$ cat src/rtl/dmem_arbiter.sv
// dmem_arbiter
// -----------------------------------------------------------------------------
// Two-requester arbiter and sequencer for the 64-word x 32-bit data memory.
// Port 0 is the CPU load/store path and port 1 is the debug/loader port. One
// requester is granted at a time. Each access takes three cycles:
// IDLE (grant) -> ACCESS (memory driven) -> RESP (ack pulse).
//
// Build option:
//   DMEM_ARB_RR_EN  defined   : round-robin between contending ports
//                   undefined : fixed priority, port 0 always wins
//
// Ports:
//   clk, rst              clock, synchronous active-high reset
//   r0_req / r1_req       request, held until the matching ack
//   r0_we / r1_we         1 = write, 0 = read (sampled at grant)
//   r0_addr / r1_addr     word address (sampled at grant)
//   r0_wdata / r1_wdata   write data (sampled at grant)
//   r0_ack / r1_ack       one-cycle completion pulse
//   r0_rdata / r1_rdata   read result, held until that port's next read
//   mem_read, mem_write   memory enables, only ever high in ACCESS
//   mem_addr, mem_wdata   memory address / write data, zero outside ACCESS
//   mem_rdata             combinational read data from the memory
//   busy                  high in ACCESS and RESP
// -----------------------------------------------------------------------------
module dmem_arbiter #(
    parameter int ADDR_W = 6,
    parameter int DATA_W = 32
) (
    input  logic              clk,
    input  logic              rst,
    input  logic              r0_req,
    input  logic              r0_we,
    input  logic [ADDR_W-1:0] r0_addr,
    input  logic [DATA_W-1:0] r0_wdata,
    output logic              r0_ack,
    output logic [DATA_W-1:0] r0_rdata,
    input  logic              r1_req,
    input  logic              r1_we,
    input  logic [ADDR_W-1:0] r1_addr,
    input  logic [DATA_W-1:0] r1_wdata,
    output logic              r1_ack,
    output logic [DATA_W-1:0] r1_rdata,
    output logic              mem_read,
    output logic              mem_write,
    output logic [ADDR_W-1:0] mem_addr,
    output logic [DATA_W-1:0] mem_wdata,
    input  logic [DATA_W-1:0] mem_rdata,
    output logic              busy
);

    typedef enum logic [1:0] {
        IDLE   = 2'd0,
        ACCESS = 2'd1,
        RESP   = 2'd2
    } state_t;

    state_t state;
    state_t state_next;

    // Port being served by the access in flight (0 or 1).
    logic grant_port;

    // Combinational grant decision, only meaningful in IDLE.
    logic grant_valid;
    logic grant_sel;

`ifdef DMEM_ARB_RR_EN
    // Port granted most recently; the other port wins the next contended IDLE.
    logic last_grant;
`endif

    // State register.
    always_ff @(posedge clk) begin
        if (rst) begin
            state <= IDLE;
        end else begin
            state <= state_next;
        end
    end

    // Next-state and grant selection.
    always_comb begin
        state_next  = state;
        grant_valid = 1'b0;
        grant_sel   = 1'b0;
        case (state)
            IDLE: begin
                if (r0_req || r1_req) begin
                    grant_valid = 1'b1;
                    state_next  = ACCESS;
`ifdef DMEM_ARB_RR_EN
                    if (r0_req && r1_req) begin
                        grant_sel = ~last_grant;
                    end else begin
                        grant_sel = r1_req;
                    end
`else
                    grant_sel = ~r0_req;
`endif
                end
            end
            ACCESS:  state_next = RESP;
            RESP:    state_next = IDLE;
            default: state_next = IDLE;
        endcase
    end

`ifdef DMEM_ARB_RR_EN
    // Reset to port 1 so port 0 wins the first contended arbitration.
    always_ff @(posedge clk) begin
        if (rst) begin
            last_grant <= 1'b1;
        end else if (grant_valid) begin
            last_grant <= grant_sel;
        end
    end
`endif

    // Datapath. The memory-side registers are loaded at the grant edge and
    // cleared at the edge leaving ACCESS, so they are nonzero only in ACCESS.
    // The ack register is set at the edge leaving ACCESS, so it is high in RESP.
    // A reset at the edge leaving ACCESS suppresses both the ack and the
    // read-data capture.
    always_ff @(posedge clk) begin
        if (rst) begin
            grant_port <= 1'b0;
            mem_read   <= 1'b0;
            mem_write  <= 1'b0;
            mem_addr   <= '0;
            mem_wdata  <= '0;
            r0_ack     <= 1'b0;
            r1_ack     <= 1'b0;
            r0_rdata   <= '0;
            r1_rdata   <= '0;
        end else begin
            mem_read  <= 1'b0;
            mem_write <= 1'b0;
            mem_addr  <= '0;
            mem_wdata <= '0;
            r0_ack    <= 1'b0;
            r1_ack    <= 1'b0;
            if (grant_valid) begin
                grant_port <= grant_sel;
                if (grant_sel) begin
                    mem_read  <= ~r1_we;
                    mem_write <= r1_we;
                    mem_addr  <= r1_addr;
                    mem_wdata <= r1_wdata;
                end else begin
                    mem_read  <= ~r0_we;
                    mem_write <= r0_we;
                    mem_addr  <= r0_addr;
                    mem_wdata <= r0_wdata;
                end
            end
            if (state == ACCESS) begin
                if (grant_port) begin
                    r1_ack <= 1'b1;
                    if (mem_read) begin
                        r1_rdata <= mem_rdata;
                    end
                end else begin
                    r0_ack <= 1'b1;
                    if (mem_read) begin
                        r0_rdata <= mem_rdata;
                    end
                end
            end
        end
    end

    assign busy = (state != IDLE);

endmodule
$ cat config.mk
export PLATFORM = sky130hd
export DESIGN_NAME = dmem_arbiter
export DESIGN_NICKNAME = d
export VERILOG_FILES = /design/src/rtl/dmem_arbiter.sv
export SDC_FILE = /design/constraint.sdc
export NUM_CORES = 1
export LEC_CHECK = 0
export CAP_MARGIN = 15
export CELL_PAD_IN_SITES_DETAIL_PLACEMENT = 0
export CELL_PAD_IN_SITES_GLOBAL_PLACEMENT = 2
export CORE_MARGIN = 1.5
export CORE_UTILIZATION = 24
export CTS_CLUSTER_SIZE = 28
export DETAILED_ROUTE_END_ITERATION = 7
export PLACE_DENSITY_LB_ADDON = 0.1
export SLEW_MARGIN = 20
export SYNTH_ARGS = -nofsm -noshare
export SYNTH_HDL_FRONTEND = slang
export SYNTH_SLANG_ARGS = --single-unit
$ cat constraint.sdc
create_clock -name clk -period 3.35 [get_ports clk]
set_clock_uncertainty 0.15 [all_clocks]
set_input_delay 0.67 -clock clk [delete_from_list [all_inputs] [get_ports clk]]
set_output_delay 0.67 -clock clk [all_outputs]
set_load 0.02 [all_outputs]
### After elaboration in Yosys (flattened, before gate mapping)

Index checks and enable logic that the tools add are counted.

* bits of input ports: 114
* flip-flop bits (word level): 109
* word-level logic and storage cells: 37

* multiplexer cells: 12
* bitwise logic cells: 6
* reductions and logical operators: 7
* equal/unequal tests: 2

Operators with widths (count)
* $mux 32: 1
* $mux 1: 8
* $mux 6: 1
* $not 1->1: 6
* $reduce_and 3->1: 2
* $pmux 2 s2: 1
* $reduce_or 2->1: 2
* $eq 2x1->1 const B: 1
* $logic_not 2->1: 1
* $mux 2: 1
* $ne 2x2->1 const B: 1
* $reduce_bool 2->1: 1
* $logic_or 1x1->1: 1

### Depth between registers and ports, before layout

* depth in word-level cells: 5
* mapped depth: 5
* depth with buffers taken out: 2

### Worst setup path after synthesis

Ideal clock, no wire load.

* path kind: in2reg
* from: in rst
* to: reg mem_addr[0]
* arrival time: 1488 ps
* slack: 1651 ps
* stages: 4
* path through: buf_2 > nor3_1 > buf_2 > a32o_1

* word-level cells in the longest chain between the ends: 1

RTL lines
* start: declaration: RTL line 30 `input logic rst,`
* $reduce_or 2->1 (no line)
* end signal: assignment: RTL line 147 `mem_addr <= r1_addr;`
* end signal: assignment: RTL line 152 `mem_addr <= r0_addr;`
* end: declaration: RTL line 45 `output logic [ADDR_W-1:0] mem_addr,`

No other way between the ends.
A chain may end at the register's enable or synchronous reset.

### Final worst setup path

* from: reg state[0]
* to: out busy

* word-level cells in the longest chain between the ends: 1

RTL lines
* start: declaration: RTL line 57 `state_t state;`
* start signal: assignment: RTL line 77 `state <= state_next;`
* $reduce_bool 2->1: RTL line 172 `assign busy = (state != IDLE);`
* end: declaration: RTL line 48 `output logic busy`

No other way between the ends.

==> impl_metrics.toml <==
[run_status]
status = "complete, no violations"

[power_and_ir_drop]
switching_share = 0.232
total_power_mw = 2.89
pwr-share-clk = 0.389
p_leak_nw = 2.56
ir_drop_v = 0.000249
p_int_mw = 2.22
power_frac_comb = 0.141
powerDensity_nw_per_um2 = 425
seq_power_share = 0.469
p_sw_mw = 0.669

[sta]
period_needed_ns = 2.54
hold_violations = 0
fin_crit_sh = 0.759
rsz0062_at_grt = "false"
setup_viol = 0
worst-slew-pin-transition_ns = 0.840
slew_headroom = 0.440
setup_tns_ns = 0
drv_slew = 0
fmax_mhz = 393

[route]
initialDrtViolationCount = 114
dr_wl_met3_um = 1430
wl_met2_um = 6130
vias = 3434
ant_nets = 0
drc = 0
wl_per_cell_um = 15.9
wl_met1_um = 4760
top_layer_used = "met4"
routed_wl_um = 12500
via_per_inst = 4.36
dr.pass1.iters = 4

[cts]
cts_sinks = 109
cts_tree = "yes"
cts_buffers = 9
max-clock-path-buffers = 2
ctsHoldBuffers = 0
insertion_delay_ns = 0.34
post_cts_buffers = 0
clk_pin_slew_ns = 0.07
root_buffer = "clkbuf_16"
post_cts_resized = 0
cts.htree.levels = 3

[global_routing]
grt_overflow = 0
grt_pass1_vias = 3621
antenna_found_initial = 0
grtUsageTotal = 0.140
grt_max_degree = 59
grt_first_pass_wirelength_um = 19300

[place]
place_congestion = 0.716
dp_hpwl_um = 8860
port_buffers = 220
dpl.cell_count = 772

[setup_path]
critical_path_depth = 3
critPathMaxFanout = 9
regToRegStartpoint = "state[0]"
critPathKind = "flip-flop to primary output"
crit_required_ns = 2.53
cp-start-kind = "flip-flop"
reg2reg_depth = 3
cp.arrival_ns = 1.72
crit_family = "buffers and inverters"
crit_buf_inv = 2
crit_path_start = "state[0]"
end_kind = "primary output"
cpPeakStageDelay_ns = 0.63
cpMaxStageDelayCell = "clkdlybuf4s50_1"
cp_cell_sequence = "nor2_1, inv_1, clkdlybuf4s50_1"

[yosys]
synth_xor_xnor_area_share = 0
synth_compound_area_frac = 0.101
synth_top_family_by_area = "simple AND/OR/NAND/NOR gates"
synth-adder-area-share = 0
synth_top_cell_area_share = 0.531
ys_ff_latch = 109
synth_seq_area_share = 0.531
syn_inst = 358
synthesis.area_um2 = 4110
synthTopCellsByArea = "dfxtp_1, mux2i_1, nand2b_1"
yosys.area_share.simple = 0.171
ys_warn_count = 0
synth_mux_area_frac = 0.156
yosys.area.top_type = "dfxtp_1"
syn_nets = 472
syn_area_per_cell_um2 = 11.5
synthDistinctLibCells = 22

[finish]
stdcell_count = 788
num-nets-final = 677
drive_gt1_frac = 0.0458
mostFrequentLayoutCells = "clkdlybuf4s50_1, dfxtp_1, nand2b_1"
antenna_cells = 0
final_common_cell = "clkdlybuf4s50_1"
area_growth_pct = 65.4

[floorplan]
core_area_um2 = 16600
die_h_um = 134
die-area_um2 = 17900
io_pins = 221
dieWidth_um = 134
row_count = 47
initial_core_util = 0.247

[min_path]
worstHoldPathCells = 2
min-delay-start = "r1_rdata[11]"
hp-class = "flip-flop to flip-flop"

[job]
drv_cap = 0
cells in the mapped netlist (all sizes together):
cell     instances
or3b             1
a221oi           1
nand2b          96
buf             17
nor2             1
a32o            40
nand4bb          1
dfxtp          109
and2             2
mux2i           64
nor2b            1
nor4b            1
clkbuf          14
nor3             1
nor3b            1
o21a             1
and4b            1
inv              4
and4bb           1
nand4b           1
area by class of cell:
class                   instances  area [µm²]
multi-input cells             214        1780
inverters                       4        15.0
clock inverters                 3        42.5
fillers                      1606        9840
well taps                     220         275
clock buffers                  13         270
flip-flops and latches        109        2180
repair buffers                225        2230
sequential cells by signal, indices dropped and copies added, names as in the netlist:
register    cells
mem_wdata      32
mem_read        1
mem_addr        6
state           2
r1_rdata       32
r0_rdata       32
r1_ack          1
grant_port      1
r0_ack          1
mem_write       1
stage by stage:
stage	utilization	setup WS (ns)	instance area [µm²]	hold WS, ns
after detailed placement	0.390	1.01	6490	0.312
after floorplan	-	1.65	4110	0.343
final	0.409	0.808	6800	0.320
after global placement	0.390	1.06	6490	0.309
after global routing	0.409	0.677	6800	0.336
after CTS	0.409	0.761	6800	0.325
metal layers:
metal	global-route usage	up-vias
met3	0.0748	10
met1	0.152	1605
met4	0.0453	0
li1	-	1669
met2	0.234	150
met5	0	-
power by group through the flow:
stage	logic, mW	clock network (mW)	registers, mW
floorplan	0.119	0	1.43
detailed placement	0.412	0	1.39
global placement	0.409	0	1.39
CTS	0.415	1.18	1.36
global route	0.437	1.23	1.36
finish	0.408	1.12	1.36
final timing paths:
kind / slack, ns / to
min: 0.32 / r1_rdata[11]
max reg2reg: 1.36 / r0_rdata[21]
max: 0.81 / busy
min reg2reg: 0.32 / r1_rdata[11]
cells by family after synthesis:
logic type / Yosys count
and+or+nand+nor: 108
buffers and inverters: 35
AOI/OAI and AO/OA: 42
DFF: 109
muxes: 64
worst min-delay path, cell delays in order (launching register included):
cell	delay [ns]
dfxtp_1	0.31
nand2b_1	0.06
mux2i_1	0.05
Note: power is estimated with default switching activity, not from simulation.
